**src/rtl/ipq_fetch_v35.sv**
```systemverilog
// V35 prefetch queue consumer: serves 1-4 byte fetches from the 8-entry IPQ.
// Owns the queue head pointer and the branch restart strobe.
module ipq_fetch_v35 (
  input  logic        clk,
  input  logic        n_reset,
  input  logic        ce_1,
  input  logic [7:0]  ipq [8],
  input  logic [3:0]  ipq_len,
  output logic [15:0] ipq_head,
  output logic        pfp_set,
  input  logic        fetch_req,
  input  logic [2:0]  fetch_len,
  input  logic        fetch_first,
  output logic [31:0] fetch_data,
  output logic        fetch_valid,
  output logic [15:0] instr_ip,
  input  logic        jump_req,
  input  logic [15:0] jump_addr,
  output logic        implementation_fault
);

  typedef enum logic [1:0] {
    S_IDLE,
    S_WAIT,
    S_JUMP
  } state_e;

  state_e      state_q, state_d;
  logic [2:0]  len_q, len_d;
  logic        first_q, first_d;
  logic        pend_q, pend_d;
  logic [15:0] head_q, head_d;
  logic        pfp_q, pfp_d;
  logic [31:0] data_q, data_d;
  logic        valid_q, valid_d;
  logic [15:0] iip_q, iip_d;
  logic        fault_q, fault_d;

  logic [2:0]  req_len;
  logic        req_first;
  logic        legal;
  logic        avail;
  logic        check;
  logic [31:0] gather;

  // In IDLE the live request is evaluated; otherwise the latched one.
  always_comb begin
    req_len   = (state_q == S_IDLE) ? fetch_len : len_q;
    req_first = (state_q == S_IDLE) ? fetch_first : first_q;
    legal     = (fetch_len != 3'd0) && (fetch_len <= 3'd4);
    avail     = ipq_len >= {1'b0, req_len};
  end

  always_comb begin
    logic [2:0] idx;
    gather = 32'h0;
    for (int i = 0; i < 4; i++) begin
      idx = head_q[2:0] + 3'(i);
      if (3'(i) < req_len)
        gather[8*i +: 8] = ipq[idx];
    end
  end

  always_comb begin
    state_d = state_q;
    len_d   = len_q;
    first_d = first_q;
    pend_d  = pend_q;
    head_d  = head_q;
    pfp_d   = pfp_q;
    data_d  = data_q;
    valid_d = 1'b0;
    iip_d   = iip_q;
    fault_d = fault_q;
    check   = 1'b0;
    if (ce_1) begin
      if (jump_req) begin
        head_d  = jump_addr;
        pfp_d   = 1'b1;
        state_d = S_JUMP;
        if (state_q == S_IDLE && fetch_req) begin
          if (legal) begin
            len_d   = fetch_len;
            first_d = fetch_first;
            pend_d  = 1'b1;
          end else begin
            fault_d = 1'b1;
          end
        end
      end else begin
        unique case (state_q)
          S_IDLE: begin
            if (fetch_req) begin
              if (!legal) begin
                fault_d = 1'b1;
              end else begin
                len_d   = fetch_len;
                first_d = fetch_first;
                pend_d  = 1'b1;
                check   = 1'b1;
              end
            end
          end
          S_WAIT: check = 1'b1;
          S_JUMP: begin
            pfp_d   = 1'b0;
            state_d = pend_q ? S_WAIT : S_IDLE;
          end
          default: state_d = S_IDLE;
        endcase
      end
      if (check) begin
        if (avail) begin
          data_d  = gather;
          head_d  = head_q + {13'h0, req_len};
          valid_d = 1'b1;
          pend_d  = 1'b0;
          state_d = S_IDLE;
          if (req_first)
            iip_d = head_q;
        end else begin
          state_d = S_WAIT;
        end
      end
    end
  end

  always_ff @(posedge clk or negedge n_reset) begin
    if (!n_reset) begin
      state_q <= S_IDLE;
      len_q   <= 3'd0;
      first_q <= 1'b0;
      pend_q  <= 1'b0;
      head_q  <= 16'h0;
      pfp_q   <= 1'b0;
      data_q  <= 32'h0;
      valid_q <= 1'b0;
      iip_q   <= 16'h0;
      fault_q <= 1'b0;
    end else begin
      state_q <= state_d;
      len_q   <= len_d;
      first_q <= first_d;
      pend_q  <= pend_d;
      head_q  <= head_d;
      pfp_q   <= pfp_d;
      data_q  <= data_d;
      valid_q <= valid_d;
      iip_q   <= iip_d;
      fault_q <= fault_d;
    end
  end

  assign ipq_head             = head_q;
  assign pfp_set              = pfp_q;
  assign fetch_data           = data_q;
  assign fetch_valid          = valid_q;
  assign instr_ip             = iip_q;
  assign implementation_fault = fault_q;

endmodule
```
**config.mk**
```make
export PLATFORM = sky130hd
export DESIGN_NAME = ipq_fetch_v35
export DESIGN_NICKNAME = d
export VERILOG_FILES = /design/src/rtl/ipq_fetch_v35.sv
export SDC_FILE = /design/constraint.sdc
export NUM_CORES = 1
export LEC_CHECK = 0
export ABC_AREA = 0
export CAP_MARGIN = 0
export CORE_AREA = 2 2 160 84
export CTS_BUF_LIST = sky130_fd_sc_hd__clkbuf_8 sky130_fd_sc_hd__clkbuf_16
export CTS_CLUSTER_SIZE = 10
export DETAILED_ROUTE_END_ITERATION = 16
export DIE_AREA = 0 0 162 86
export PLACE_DENSITY = 0.83
export SYNTH_ARGS = -nofsm -noshare
export SYNTH_HDL_FRONTEND = slang
export SYNTH_SLANG_ARGS = --single-unit
export TNS_END_PERCENT = 50
```
**constraint.sdc**
```tcl
create_clock -name clk -period 2.9 [get_ports clk]
set_clock_uncertainty 0.15 [all_clocks]
set_input_delay 0.725 -clock clk [delete_from_list [all_inputs] [get_ports clk]]
set_output_delay 0.725 -clock clk [all_outputs]
set_load 0.005 [all_outputs]
```
; ---- Word level (Yosys, flattened, before mapping)
; Index checks and enable logic that the tools add are counted.
[totals]
word_cells = 103
regBits = 74
[op_classes]
order_cmp = 10
mux = 58
n_addsub = 4
n_reduce_logical = 13
eq_ne = 4
bitwise = 4
[op_table]
columns = cell, n
row1 = 8-bit binary-select mux with 3-bit select, 4
row2 = 8-bit 2-to-1 mux, 12
row3 = 16-bit 2-to-1 mux, 3
row4 = 1-bit 2-to-1 mux, 29
row5 = 3-bit 2-to-1 mux, 6
row6 = 16-bit by 3-bit adder with 16-bit output, 1
row7 = "4-bit >= comparator, second input constant", 4
row8 = 3-bit NOT with 4-bit output, 4
row9 = 4-bit AND reduction, 2
row10 = "3-bit by 2-bit adder with 3-bit output, second input constant", 2
row11 = "1-bit by 3-bit < comparator with 1-bit output, first input constant", 2
row12 = "2-bit by 3-bit < comparator with 1-bit output, first input constant", 2
row13 = 2-bit nonzero test, 3
row14 = 4-bit by 3-bit >= comparator with 1-bit output, 1
row15 = 2-bit 2-to-1 mux, 2
row16 = 2-bit one-hot mux with 2 select lines, 1
row17 = 2-bit AND reduction, 2
row18 = "3-bit by 1-bit adder with 3-bit output, second input constant", 1
row19 = "3-bit <= comparator, second input constant", 1
row20 = "3-bit by 1-bit inequality test with 1-bit output, second input constant", 1
row21 = 3-bit AND reduction, 1
row22 = 3-bit nonzero test, 1
row23 = "2-bit by 1-bit equality test with 1-bit output, second input constant", 1
row24 = "2-bit equality test, second input constant", 1
row25 = other kinds (5), 6

; ---- Logic depth before layout (Yosys ltp)
; Gate-level depths: netlist (run 1).
[logic_depth]
word_depth = 9
mapped_depth = 11
mapped_depth_nobuf = 11

; ---- Worst setup path after synthesis (run 1)
; Ideal clock, no wire load.
[synth_timing]
path_kind = reg-to-reg
startpoint = register state_q[0]
endpoint = register iip_q[10] (netlist: instr_ip[10])
period_less_slack_ns = 3.145
required_time_ns = 2.625
stages_incl_launch_ff = 12
slack_ns = -0.245
arrival_ns = 2.870
path_cell_list = dfrtp_1 > nor2_1 > mux2_2 > inv_1 > ha_1 > nand2_1 > o21a_1 > or4_1 > buf_6 > a21oi_4 > buf_12 > mux2_4
[synth_via]
elab_chain_cells = 5
[synth_rtl]
columns = element, line
row1 = "start, declared", 28  ; state_e state_q, state_d;
row2 = "start signal, assigned", 141  ; state_q <= state_d;
row3 = branches (longest 4 deep; another with 4-bit by 3-bit >= comparator with 1-bit output), n/a
row4 = 4-bit AND reduction (no line) (*), n/a
row5 = "end signal, assigned", 149  ; iip_q <= iip_d;
row6 = "end, declared", 36  ; logic [15:0] iip_q, iip_d;
; Every way passes the cells marked *. The select of a mux whose other input is x is not followed.
; A chain may end at the register's enable or synchronous reset.

; ---- Worst setup path in the final report (run 1)
[layout_timing]
startpoint = register state_q[0]
endpoint = register iip_q[7] (netlist: instr_ip[7])
; Same word-level chain as after synthesis.

==> summary.txt, run 1 <==
Floorplan
  • Top Ports: 160
  • Initial Util: 0.4242
  • Rows: 29
  • Die height: 86 um
  • Horiz. Die Dim: 162 um
  • Core region area: 0.01241 mm2
  • Die area: 0.01393 mm2

Routing
  • DR vias: 4,835
  • Wire per inst: 22.68 um
  • DRT Pass-1 Iters: 5
  • Iter 0 DRT Violations: 435
  • Post-DRT Antenna Nets: 0
  • Drc violations: 0
  • Drt total wl: 18,330 um
  • Via density: 5.984

Power and ir drop
  • VDD IR max: 320.8 uV
  • Leak pwr: 0.003241 uW
  • Total power: 5906 uW
  • Pwr/cell area: 752.3 mW/mm2

STA
  • RSZ-0062 raised after global routing: yes
  • Worst Tran Pin Value: 0.7286 ns
  • Final Critical Period: 2.856 ns
  • Relative slew margins: 0.5143
  • Hold Violations, Final: 0
  • Max-slew violations: 0
  • Final setup viols: 0
  • Max Freq: 350.2 MHz
  • PnR worst setup slack: 0.04417 ns
  • Setup TNS: 0 ns
  • Final Cycle Share: 0.9848

Synth
  • Largest area contributor in the netlist: dfrtp_1
  • Yosys reg bits: 74
  • Library cells used by synthesis: 49
  • Synthesized net count: 539
  • Area of the mapped netlist: 0.005264 mm2
  • Mapped Cells: 437
  • Synthesis Warnings: 0
  • Synth top area cells: dfrtp_1 (35%), mux4_2 (27%), mux2i_1 (6.3%)
  • Area share of the largest cell type after synthesis: 0.3518
  • Mean Syn Cell Area: 12.05 um2
  • Register area share after synthesis: 0.3518

Global route
  • First-pass GRT wire length: 28,030 um
  • Initial antenna violation count: 0
  • Vias in the first global route: 4,810
  • Grt ovf: 0
  • All-layer global routing usage: 0.2672
  • Largest net degree at the start of global routing: 69

Worst setup path
  • R2R setup slack: 0.04 ns
  • CP endpoint kind: flop
  • CP Class: flop to flop
  • CP startpoint kind: flop
  • Worst EP arrival: 2.93 ns
  • WP data required: 2.97 ns
  • CP max FO: 8

Finish
  • Share of cells above drive strength 1: 0.2868
  • Fin nets: 735
  • Commonest non-fill, non-tap cell in the layout: clkdlybuf4s50_1
  • # diodes: 0
  • Most frequent cells in the layout: clkdlybuf4s50_1 (154), dfrtp_1 (71), mux4_2 (64)
  • FILL cells: 962
  • Area delta synth->final: 49.16%
  • Post-route core utilization: 0.6327

Clock tree
  • Total CTS buffers: 9
  • Clk slew on worst S/H paths: 0.07 ns
  • Clock sinks: 74
  • Root Buffer: clkbuf_16
  • Clock Latency Late Sink: 0.34 ns
  • Max H-tree Level: 3
  • TritonCTS clock tree: built
  • Clock Path Buffers: 2

Outcome
  • Run status: completed

Hold path
  • HP Class: input pin to async pin

Place
  • DP HPWL: 13,650 um
  • Buffers added on ports: 159
  • Worst slack at placement: -0.5887 ns
  • Placer Congestion: 0.9533

Flow run
  • Total of max-cap violations: 0
[synthesized netlist by cell type (all sizes together)]
cell,count
a31oi,2
nand4,2
or3,1
inv,13
o21ai,43
ha,8
or4,1
buf,11
nand3b,1
xor2,3
nor3,8
dfrtp,74
o22ai,10
and2,7
clkbuf,17
fa,1
a31o,2
mux4,64
a2bb2oi,3
o31a,1
nand3,7
o2bb2ai,1
nand2b,1
nor3b,1
o21a,1
a21oi,10
o21bai,1
a311oi,7
a21boi,1
nor2,16
and3,2
and4,4
a221oi,1
a211o,1
mux2i,33
mux2,20
or2,1
a211oi,6
nand4b,1
nor2b,2
a21o,1
nand2,47
[logic make-up (layout without fill, tap and decap cells)]
group,after synthesis,count (layout),synth area share
xor gates and xnor gates,3,3,0.004993
and+or+nand+nor,102,102,0.09080
DFF,74,74,0.3518
adders and majority gates,9,9,0.02282
AOI/OAI and AO/OA,91,91,0.1077
muxes,117,117,0.3865
buffers and inverters,41,242,0.03542
[layout make-up]
class	count	area, um2	share of cell area
inverters	13	53.80	0.006853
well taps	170	212.7	0.02709
clock inverters	7	100.1	0.01275
repair buffers	213	2046	0.2606
flip-flops and latches	74	1858	0.2367
clock buffers	9	225.2	0.02869
multi-input cells	322	3356	0.4274
[sequential cells by signal (all words and copies together), names as in the netlist]
signal / cells
ipq_head: 16
instr_ip: 16
implementation_fault: 1
pfp_set: 1
first_q: 1
pend_q: 1
state_q: 2
len_q: 3
fetch_data: 32
fetch_valid: 1
[worst max-delay path, cell delays in order, from the launching register on]
cell     delay (ns)
dfrtp_2        0.45
nor2_4         0.16
buf_6          0.13
mux2i_4        0.28
ha_4           0.17
nand2_2        0.05
o21a_1         0.18
or4_4          0.45
a21oi_4        0.19
buf_8          0.20
mux2_4         0.31
[what timing repair did]
item | 4_1_cts | 5_1_grt
buffers inserted | 7 | 1
hold buffers | 0 | 0
pin swaps | 4 | 3
resized for setup | 30 | 23
setup endpoints to repair | 59 | 57
gates cloned | 1 | 0
[final timing paths]
kind,startpoint,endpoint,cells after the start
setup / recovery,state_q[0],instr_ip[7],10
hold / removal,n_reset,instr_ip[15],1
setup reg to reg,state_q[0],instr_ip[7],10
hold reg to reg,fetch_data[9],fetch_data[9],2
max in group asynchronous,n_reset,fetch_data[7],2
min in group clk,fetch_data[9],fetch_data[9],2
[per-stage QoR]
step | instance area [um2] | hold slack, ns | cells
after floorplan | 5273 | 0.2794 | 437
final | 7851 | 0.2626 | 808
after CTS | 7843 | 0.3000 | 809
after global routing | 7851 | 0.3225 | 808
after global placement | 7343 | 0.3132 | 785
after detailed placement | 7343 | 0.3159 | 785
[report_power, final]
| part | internal [uW] | switching (uW) | leakage (uW) | total (uW) |
|---|---|---|---|---|
| logic | 1750 | 1230 | 0.00218 | 2980 |
| clock network | 761 | 472 | 0.000160 | 1230 |
| registers | 1410 | 282 | 0.000904 | 1690 |
[metal layers]
metal | wire length, um | global-route usage
met1 | 8150 | 0.3999
met2 | 7959 | 0.3776
met3 | 1982 | 0.09333
met4 | 235 | 0.04827
met5 | 0 | 0
Power figures use the tool's default switching activity.
==> inputs of run 2 (changes only) <==
Settings changed: REMOVE_ABC_BUFFERS set to 1.
==> summary.txt, run 2 (same netlist as run 1, synthesis figures left out) <==
Global route
  • Initial antenna violation count: 0 (unchanged)
  • First-pass GRT wire length: 27,190 um (-3.0%)
  • Largest net degree at the start of global routing: 75 (+8.7%)
  • Vias in the first global route: 5,008 (+4.1%)
  • Grt ovf: 0 (unchanged)
  • All-layer global routing usage: 0.2539 (-0.01329)

Finish
  • Commonest non-fill, non-tap cell in the layout: clkdlybuf4s50_1
  • Post-Layout Cell Count: 807 (-0.12%)
  • Area delta synth->final: 48.92%
  • Most frequent cells in the layout: clkdlybuf4s50_1 (153), dfrtp_1 (72), mux4_2 (64)
  • Share of cells above drive strength 1: 0.2826 (-0.004259)
  • Max reg flops: 32 (unchanged)
  • Fin nets: 734 (-0.14%)
  • # diodes: 0 (unchanged)

Worst setup path
  • Crit path from: state_q[0]
  • CP endpoint kind: flop
  • Slowest CP cell: or4_4
  • CP startpoint kind: flop
  • CP Class: flop to flop
  • WP data required: 2.96 ns (about the same)
  • Critical Path Max Stage Delay: 0.46 ns (about the same)
  • CP Cell Sequence: nor2_4 -> buf_6 -> mux2i_4 -> ha_4 -> nand2_2 -> o21a_1 -> or4_4 -> a21oi_4 -> clkbuf_16 -> mux2_4
  • Worst EP arrival: 2.97 ns (+0.04 ns)
  • Critical R2R Launch: state_q[0]
  • CP max FO: 8 (unchanged)

STA
  • WHS: 0.3348 ns (+0.07224 ns)
  • Relative slew margins: 0.3679 (-0.1464)
  • PnR worst setup slack: -0.01131 ns (-0.05547 ns)
  • Setup TNS: -0.03755 ns (-0.03755 ns)
  • Final Cycle Share: 1.004 (+0.01913)
  • Max-slew violations: 0 (unchanged)
  • Final Critical Period: 2.911 ns (+0.05547 ns)
  • Hold Violations, Final: 0 (unchanged)
  • Max Freq: 343.5 MHz (-1.9%)
  • RSZ-0062 raised after global routing: yes
  • Final setup viols: 6 (+6)
  • Worst Tran Pin Value: 0.9482 ns (+0.2196 ns)

Clock tree
  • Clk slew on worst S/H paths: 0.06 ns (about the same)
  • CTS Hold Bufs: 0 (unchanged)
  • TritonCTS clock tree: built
  • Total CTS buffers: 9 (unchanged)
  • Clock sinks: 74 (unchanged)
  • Max H-tree Level: 3 (unchanged)
  • Clock Latency Late Sink: 0.33 ns (about the same)
  • Root Buffer: clkbuf_16
  • Clock Path Buffers: 2 (unchanged)

Floorplan
  • Top Ports: 160 (unchanged)
  • Horiz. Die Dim: 162 um (unchanged)
  • Core region area: 0.01241 mm2 (unchanged)
  • Die height: 86 um (unchanged)
  • Rows: 29 (unchanged)
  • Die area: 0.01393 mm2 (unchanged)
  • Initial Util: 0.4242 (unchanged)

Place
  • Placer Congestion: 0.9217 (-3.3%)
  • DP HPWL: 12,690 um (-7.1%)
  • Buffers added on ports: 159 (unchanged)
  • # placed instances: 786 (+0.13%)

Power and ir drop
  • Clock power frac: 0.205 (-0.004)
  • VDD IR max: 335.2 uV (+4.5%)
  • Pwr/cell area: 738.0 mW/mm2 (-1.9%)
  • Sequential power share: 0.296 (+0.010)
  • Combinational power share: 0.499 (-0.006)
  • Leak pwr: 0.003237 uW (-0.13%)
  • P_sw: 1871 uW (-5.9%)
  • Internal power: 3914 uW (-0.11%)
  • Switching share of power: 0.3235 (-0.01317)

Routing
  • Drc violations: 0 (unchanged)
  • Iter 0 DRT Violations: 335 (-23%)
  • DRT Pass-1 Iters: 4 (-1)
  • Drt total wl: 17,000 um (-7.3%)
  • DR vias: 4,755 (-1.7%)
  • Wire per inst: 21.06 um (-7.1%)
  • Via density: 5.892 (-1.5%)
  • Post-DRT Antenna Nets: 0 (unchanged)

Hold path
  • HP Class: flop to flop
  • Hold Startpoint: fetch_data[23]

Outcome
  • Failing checks: negative setup slack
  • Run status: finished with violations

Flow run
  • Total of max-cap violations: 0 (unchanged)
[run 2: power groups by stage]
stage	clock, uW	sequential, uW	combinational [uW]
after global routing	1260	1760	3110
after detailed placement	0	1710	2790
final	1190	1710	2890
after global placement	0	1690	2700
after floorplan	0	1780	1280
after CTS	1210	1710	2870
[run 2: path summary, 6_finish.rpt]
check	endpoint	slack (ns)	cells past startpoint
max	instr_ip[13]	-0.01	10
min	fetch_data[23]	0.33	2
max reg2reg	instr_ip[13]	-0.01	10
min reg2reg	fetch_data[23]	0.33	2
max in group asynchronous	ipq_head[0]	1.49	1
min in group asynchronous	instr_ip[10]	0.38	1
[run 2: area by class of cell]
class                      instances  area, um2
clock buffer                       9      225.2
multi-input combinational        322       3358
fill                             980       4571
inverter                          13      51.30
tap                              170      212.7
timing repair buffer             212       2041
clock inverter                     7      93.84
sequential                        74       1857
[run 2: what timing repair did]
| item | 4_1_cts | 5_1_grt |
|---|---|---|
| pin swaps | 5 | 2 |
| gates cloned | 1 | 0 |
| setup endpoints to repair | 60 | 57 |
| setup buffers | 3 | 1 |
| hold endpoints to repair | 0 | 0 |
| gates resized for setup | 32 | 13 |
[run 2: worst max-delay path, delay by kind of cell, from the launching register on]
family,cells,cell delay (ns)
compound gates,2,0.43
fa+ha+maj,1,0.16
buf+inv,2,0.36
flops,1,0.42
mux,2,0.59
simple gates,3,0.67
[run 2: routing by layer]
layer / up-vias / part of all wire / wire length, um / track usage
li1: 2101 / - / - / -
met1: 2388 / 0.46 / 7764 / 0.3834
met2: 252 / 0.44 / 7530 / 0.3795
met3: 14 / 0.091 / 1543 / 0.05754
met4: 0 / 0.0094 / 159 / 0.04666
met5: - / 0 / 0 / 0
[run 2: stage by stage]
step                power [uW]  worst slack, ns  cell area [um2]  utilization
finish                    5785         -0.01131             7839       0.6317
global route              6131         -0.05173             7839       0.6317
CTS                       5787         -0.06121             7797       0.6284
detailed placement        4493          -0.7059             7331       0.5907
global placement          4390          -0.5538             7331       0.5907
floorplan                 3060           -1.567             5126            -
